==> src/rtl/line_buffer_scaler.sv <==
// rtl/line_buffer_scaler.sv - triple-banked scanline store with horizontal pixel-repeat scaler
module line_buffer_scaler #(
    parameter int                 PIXEL_W     = 7,
    parameter int                 LINE_PIXELS = 160,
    parameter int                 SRC_XW      = 8,
    parameter int                 HSCALE      = 4,
    parameter int                 H_OFFSET    = 0,
    parameter logic [PIXEL_W-1:0] BORDER      = '0
) (
    input  logic               clk,
    input  logic               rst_n,
    input  logic               wr_en,
    input  logic [SRC_XW-1:0]  wr_x,
    input  logic [PIXEL_W-1:0] wr_data,
    input  logic               wr_line_done,
    input  logic               rd_line_start,
    input  logic               rd_active,
    output logic [PIXEL_W-1:0] pix_out,
    output logic               pix_valid,
    output logic               line_fresh,
    output logic [7:0]         drop_count,
    output logic [7:0]         repeat_count
);
    localparam int AW    = $clog2(3 * LINE_PIXELS);
    localparam int IDX_W = $clog2(LINE_PIXELS + 1);
    localparam int PH_W  = (HSCALE > 1) ? $clog2(HSCALE) : 1;
    localparam int SK_W  = (H_OFFSET > 0) ? $clog2(H_OFFSET + 1) : 1;

    logic [PIXEL_W-1:0] r_mem [0:3*LINE_PIXELS-1];

    logic [1:0]         r_wr_bank;
    logic [1:0]         r_rd_bank;
    logic [1:0]         r_ready_bank;
    logic               r_ready;
    logic               r_primed;
    logic               r_line_fresh;
    logic [7:0]         r_drop_count;
    logic [7:0]         r_repeat_count;
    logic [SK_W-1:0]    r_skip;
    logic [PH_W-1:0]    r_phase;
    logic [IDX_W-1:0]   r_src_idx;
    logic [PIXEL_W-1:0] r_pix_out;
    logic               r_pix_valid;

    logic               w_wr_ok;
    logic [AW-1:0]      w_wr_addr;
    logic [AW-1:0]      w_rd_addr;
    logic [1:0]         w_free_bank;
    logic               w_take;
    logic               w_rd_ok;

    assign w_wr_ok     = wr_en && (32'(wr_x) < 32'(LINE_PIXELS));
    assign w_wr_addr   = AW'(r_wr_bank) * AW'(LINE_PIXELS) + AW'(wr_x);
    assign w_rd_addr   = AW'(r_rd_bank) * AW'(LINE_PIXELS) + AW'(r_src_idx);
    // Banks are 0,1,2, so the one used by neither side is 3 minus the other two.
    assign w_free_bank = 2'd3 - r_wr_bank - r_rd_bank;
    assign w_take      = rd_line_start && (r_ready || wr_line_done);
    assign w_rd_ok     = rd_active && !rd_line_start && (r_skip == '0)
                         && (32'(r_src_idx) < 32'(LINE_PIXELS)) && r_primed;

    // Storage is deliberately not reset; r_primed masks stale contents.
    always_ff @(posedge clk) begin
        if (w_wr_ok) begin
            r_mem[w_wr_addr] <= wr_data;
        end
    end

    always_ff @(posedge clk or negedge rst_n) begin
        if (!rst_n) begin
            r_wr_bank      <= 2'd0;
            r_rd_bank      <= 2'd2;
            r_ready_bank   <= 2'd0;
            r_ready        <= 1'b0;
            r_primed       <= 1'b0;
            r_line_fresh   <= 1'b0;
            r_drop_count   <= 8'd0;
            r_repeat_count <= 8'd0;
        end else begin
            if (wr_line_done) begin
                if (r_ready && (r_drop_count != 8'hFF)) begin
                    r_drop_count <= r_drop_count + 8'd1;
                end
                r_ready_bank <= r_wr_bank;
                r_wr_bank    <= w_free_bank;
                r_primed     <= 1'b1;
            end

            if (w_take) begin
                r_ready <= 1'b0;
            end else if (wr_line_done) begin
                r_ready <= 1'b1;
            end

            if (rd_line_start) begin
                if (w_take) begin
                    r_rd_bank    <= wr_line_done ? r_wr_bank : r_ready_bank;
                    r_line_fresh <= 1'b1;
                end else begin
                    r_line_fresh <= 1'b0;
                    if (r_primed && (r_repeat_count != 8'hFF)) begin
                        r_repeat_count <= r_repeat_count + 8'd1;
                    end
                end
            end
        end
    end

    always_ff @(posedge clk or negedge rst_n) begin
        if (!rst_n) begin
            r_skip    <= '0;
            r_phase   <= '0;
            r_src_idx <= '0;
        end else if (rd_line_start) begin
            r_skip    <= SK_W'(H_OFFSET);
            r_phase   <= '0;
            r_src_idx <= '0;
        end else if (rd_active) begin
            if (r_skip != '0) begin
                r_skip <= r_skip - 1'b1;
            end else if (r_phase == PH_W'(HSCALE - 1)) begin
                r_phase <= '0;
                if (r_src_idx != IDX_W'(LINE_PIXELS)) begin
                    r_src_idx <= r_src_idx + 1'b1;
                end
            end else begin
                r_phase <= r_phase + 1'b1;
            end
        end
    end

    always_ff @(posedge clk or negedge rst_n) begin
        if (!rst_n) begin
            r_pix_out   <= BORDER;
            r_pix_valid <= 1'b0;
        end else begin
            r_pix_valid <= w_rd_ok;
            r_pix_out   <= w_rd_ok ? r_mem[w_rd_addr] : BORDER;
        end
    end

    assign pix_out      = r_pix_out;
    assign pix_valid    = r_pix_valid;
    assign line_fresh   = r_line_fresh;
    assign drop_count   = r_drop_count;
    assign repeat_count = r_repeat_count;
endmodule

==> config.mk <==
export PLATFORM = sky130hd
export DESIGN_NAME = line_buffer_scaler
export DESIGN_NICKNAME = d
export VERILOG_FILES = /design/src/rtl/line_buffer_scaler.sv
export SDC_FILE = /design/constraint.sdc
export NUM_CORES = 2
export LEC_CHECK = 0
export BUFFER_PORTS_ARGS = -buffer_cell sky130_fd_sc_hd__buf_2
export CAP_MARGIN = 5
export CELL_PAD_IN_SITES_DETAIL_PLACEMENT = 0
export CELL_PAD_IN_SITES_GLOBAL_PLACEMENT = 1
export CORE_MARGIN = 2
export CORE_UTILIZATION = 36
export DETAILED_ROUTE_END_ITERATION = 10
export MAX_ROUTING_LAYER = met4
export PLACE_DENSITY = 0.51
export SETUP_SLACK_MARGIN = 0.2
export SLEW_MARGIN = 20
export SYNTH_ARGS = -nofsm -noshare
export SYNTH_HDL_FRONTEND = slang
export SYNTH_SLANG_ARGS = --single-unit
==> constraint.sdc <==
create_clock -name clk -period 7.6 [get_ports clk]
set_input_delay 2.28 -clock clk [delete_from_list [all_inputs] [get_ports clk]]
set_output_delay 2.28 -clock clk [all_outputs]
set_load 0.01 [all_outputs]
Word level (Yosys, flattened, before mapping)
Memories as Yosys holds them, arrays and structs flattened.
Index checks and enable logic that the tools add are counted.
Cells by class
  add/sub/neg operators: 9
  multipliers: 2
  order comparisons: 2
  eq/ne operators: 5
  mux-type cells: 19
  bitwise logic cells: 2
  reduce and logical (&&, ||, !) cells: 19
Operator list (number)
  2-to-1 mux 8 bit: 5
  adder 8 x 1 -> 8 bit (second input constant): 3
  != test 8 bit (second input constant): 3
  adder 9 x 8 -> 9 bit: 2
  less-than comparator 8 bit (second input constant): 2
  2-to-1 mux 2 bit: 5
  logical AND 1 bit: 8
  multiplier 2 x 3 -> 4 bit (second input constant): 2
  2-to-1 mux 1 bit: 8
  nonzero test 2 bit: 4
  2-to-1 mux 7 bit: 1
  AND reduction 2 bit: 3
  AND reduction 4 bit: 1
  AND reduction 3 bit: 1
  adder 2 x 1 -> 2 bit (second input constant): 1
  equality test 2 bit (second input constant): 1
  != test 2 bit (second input constant): 1
  NOT 1 bit: 2
  subtractor 2 bit: 1
  subtractor 2 bit (first input constant): 1
  logical NOT 1 bit: 1
  logical OR 1 bit: 1
  subtractor 1 bit (second input constant): 1
Storage, ports and cells
  register bits after elaboration: 44
  bits in writable memories: 3360
  input bits: 21
  output and inout port bits: 25
  logic and storage cells: 72
  memories kept: 1
Memory list
  r_mem: words 480, bits a word 7, rd ports 1, clocked after Yosys merged registers in 0, write ports 1, RTL line 29  | logic [PIXEL_W-1:0] r_mem [0:3*LINE_PIXELS-1];

Logic depth before layout (Yosys ltp)
  depth after elaboration: 6
  depth in mapped cells: 16
  gate-level depth less buffers: 9

Least setup slack after synthesis
No wires, ideal clock.
  kind: in2reg
  from: input wr_x[6]
  to: memory r_mem[304][0] (enable)
  setup time: 360 ps
  arrival: 4191 ps
  data required time: 7240 ps
  path slack: 3050 ps
  stages: 8
  buffers on the path: 1
  path through: ha_1 > a21o_1 > a21oi_1 > xor2_1 > nor3_1 > nand2_1 > clkbuf_1 > nor2_1
Between the ends
  cells in the longest elaborated chain, start to end: 4
  elaborated cells on any way between the ends: 5
  classes of those cells: add/sub: 1; order compare: 1; mux: 2; reduce/logical: 1
RTL lines
  from (decl): RTL line 13  | input logic [SRC_XW-1:0] wr_x,
  less-than comparator 8 bit: RTL line 52  | assign w_wr_ok = wr_en && (32'(wr_x) < 32'(LINE_PIXELS));
  logical AND 1 bit: RTL line 52
  2-to-1 mux 1 bit: RTL line 63  | if (w_wr_ok) begin
  2-to-1 mux 1 bit (implied by the code): RTL line 64  | r_mem[w_wr_addr] <= wr_data;
  to (decl): RTL line 29
Several ways; a longest one is shown, not always the timed one.

Final worst setup path
  from: input wr_x[5]
  to: memory r_mem[363][2] (enable)
Same word-level chain as after synthesis.

==> flow_summary.toml <==
[final_layout]
design_area_um2 = 152000
drive_above_1_share_pct = 24.1
final_nets = 6597
final_core_util_pct = 41.2
area_growth_pct = 13.9
layout.cells.non_filler = 11800

[timing]
tns_ps = 0
max_freq_mhz = 195
rsz0062_at_grt = "no"
worst-slew-pin-transition_ps = 1210
min_period_ps = 5120
slew_headroom_pct = 18.7
fin_worst_skew_ps = 48.0
setup_viol = 0
period_share_pct = 67.4
report.final.hold_viol_count = 0
finalMaxSlewViolations = 0

[power_and_ir_drop]
p_sw_w = 0.00996
seqPwrFrac_pct = 49.9
power.internal_w = 0.0319
p_sw_share_pct = 23.8
leakage_nw = 45.8
p_total_w = 0.0418
clkPwrFrac_pct = 43.2
ir_worst_vdd_mv = 0.174
power_density_nw_per_um2 = 275
p_comb_share_pct = 6.9

[die]
io_pins = 46
die_x_um = 613
fp-row-count = 223
die_area_um2 = 376000
die_h_um = 613
start_util_pct = 36.2
core_area_um2 = 369000

[setup_path]
cp-start-kind = "input port"
reg2reg_slack_ps = 2640
worstSetupEndpointType = "flip-flop"
cp_max_fo = 16
reg2reg_to = "pix_out[0]"
reg2reg_depth = 9
crit_type = "in2reg"
arrival_ps = 5690
r2r-start = "r_src_idx[3]"
cp.required_ps = 8170

[global_route]
grt_overflow = 0
antenna_found_initial = 22
grt_usage_pct = 23.5
grt_max_degree = 134
grt_pass1_wl_mm = 592
grt_pass1_vias = 67900

[yosys]
yosys.area_share.simple_pct = 2.87
muxShareOfSynthArea_pct = 15.9
synth_compound_area_share_pct = 2.48
synth_top_family_by_area = "multiplexers"
async_reset_ff_share_pct = 1.26
yosys_warnings = 0
synth_edf_count = 3360
synthCells = 6338
synthXorXnorAreaFrac_pct = 0.197
syn_area_um2 = 133000
ys_types = 86
synth_ff_type = "edfxtp_1"
synth_seq_cells = 3403
avgSynthCellArea_um2 = 21.1
synth_fp_nets = 6373
ys_seq_area_share_pct = 76.4
synth_fa_ha_area_share_pct = 0.143

[hold_path]
min_path_type = "reg2reg"
holdPathEnd = "drop_count[7]"
min_from = "drop_count[7]"
min_delay_path_depth = 1

[clock_tree]
clockBufferDepth = 4
clk_latency_ps = 940
cts_tree = "built"
root_buffer = "clkbuf_16"
post-cts-setup-buffer-count = 0
h-tree-depth = 5
ctsHoldBuffers = 0
clock-sinks = 3403
clk_pin_slew_ps = 60
cts_made_buffers = 359
ctsResizeCount = 0

[route]
routed_wl_mm = 432
post_drt_wl_per_cell_um = 36.5
drt_iter0_markers = 8372
antenna_left = 0
drt-pass1-iter-count = 6
drc = 0
via_per_inst = 5.68
vias = 67100

[place]
place_area_um2 = 140000
dp_cells = 11200
io_buffers = 45
gp_congestion = 0.860
dp_hpwl_mm = 261

[status]
outcome = "complete, no violations"

[job]
max_cap_viol_count = 0
-- kinds of logic after synthesis --
group / Yosys count
flip-flops: 3403
multiplexers: 1097
AND/OR/NAND/NOR: 932
AO/OA/AOI/OAI: 464
buffers and inverters: 398
XOR/XNOR: 30
adder cells (fa/ha/maj): 14
-- cells in the mapped netlist (all sizes together), types with 46 or more instances --
cell    count  area, um2
edfxtp   3360     101000
mux4      809      18400
nor2      565       2120
mux2i     271       2710
buf       214       1860
nand2     211        792
clkbuf    175        708
a21oi      85        425
a22oi      59        443
o21ai      59        295
a221oi     46        415
nand3      46        230
-- area by class of cell --
| type | count | area [um2] |
|---|---|---|
| clock buffers | 414 | 9320 |
| inverters | 8 | 42.5 |
| repair buffers | 253 | 2630 |
| diodes | 3 | 7.51 |
| clock inverters | 243 | 2700 |
| multi-input cells | 2537 | 29200 |
| flip-flops and latches | 3403 | 102000 |
| fillers | 32300 | 217000 |
| well taps | 4950 | 6190 |
-- power groups by stage --
| stage | combinational, W | clock [W] | sequential (W) |
|---|---|---|---|
| after floorplan | 0.000985 | 0 | 0.0212 |
| after global placement | 0.00291 | 0 | 0.0213 |
| after detailed placement | 0.00290 | 0 | 0.0213 |
| after CTS | 0.00290 | 0.0184 | 0.0209 |
| after global routing | 0.00297 | 0.0191 | 0.0209 |
| final | 0.00290 | 0.0181 | 0.0209 |
-- stage by stage --
| step | hold slack, ps | setup slack, ps |
|---|---|---|
| after floorplan | 464 | 3050 |
| after global placement | 474 | 643 |
| after detailed placement | 486 | 1570 |
| after CTS | 499 | 2580 |
| after global routing | 504 | 2380 |
| final | 492 | 2480 |
-- placed cells by master, fill, tap and decap left out, types with 42 or more instances in the layout --
cell / synthesis / layout
edfxtp_1: 3360 / 3360
mux4_2: 770 / 770
nor2_1: 565 / 557
clkbuf_16: 0 / 363
mux2i_1: 271 / 271
nand2_1: 211 / 199
buf_4: 22 / 145
a21oi_1: 85 / 85
clkinv_2: 0 / 71
clkinv_1: 2 / 64
buf_12: 12 / 62
a22oi_1: 59 / 59
o21ai_0: 55 / 54
bufinv_16: 0 / 49
clkbuf_1: 164 / 47
a221oi_1: 44 / 44
nand3_1: 46 / 42
-- how the worst max path moves through the flow --
stage / start / to / cells after the start
after floorplan: wr_x[6] / r_mem[304][0] / 8
final: wr_x[5] / r_mem[363][2] / 8
after global routing: wr_x[5] / r_mem[356][2] / 8
after CTS: wr_x[5] / r_mem[356][3] / 8
after global placement: wr_x[6] / r_mem[418][3] / 9
after detailed placement: wr_x[5] / r_mem[363][2] / 8
-- sequential cells by signal, summed over array words and instances, names as in the netlist, 2 cells and up --
| signal | count |
|---|---|
| r_mem | 3360 |
| drop_count | 8 |
| r_src_idx | 8 |
| repeat_count | 8 |
| pix_out | 7 |
| r_phase | 2 |
| r_rd_bank | 2 |
| r_ready_bank | 2 |
| r_wr_bank | 2 |
-- layer usage --
layer  up-vias  wire, um  track usage, %
met4         0      9580            4.92
met2      2761    203000            36.2
met1     37100    191000            33.5
met5         -         0               -
met3       456     28200            3.22
li1      26800         -               -
-- worst max-delay path, cell delays in order --
cell	delay (ps)
buf_2	160
ha_1	250
fa_1	420
xnor2_1	330
nand2_1	160
nor2_2	510
nand2_1	780
nor2_1	770
No activity file was read; power rests on OpenSTA's default activity.
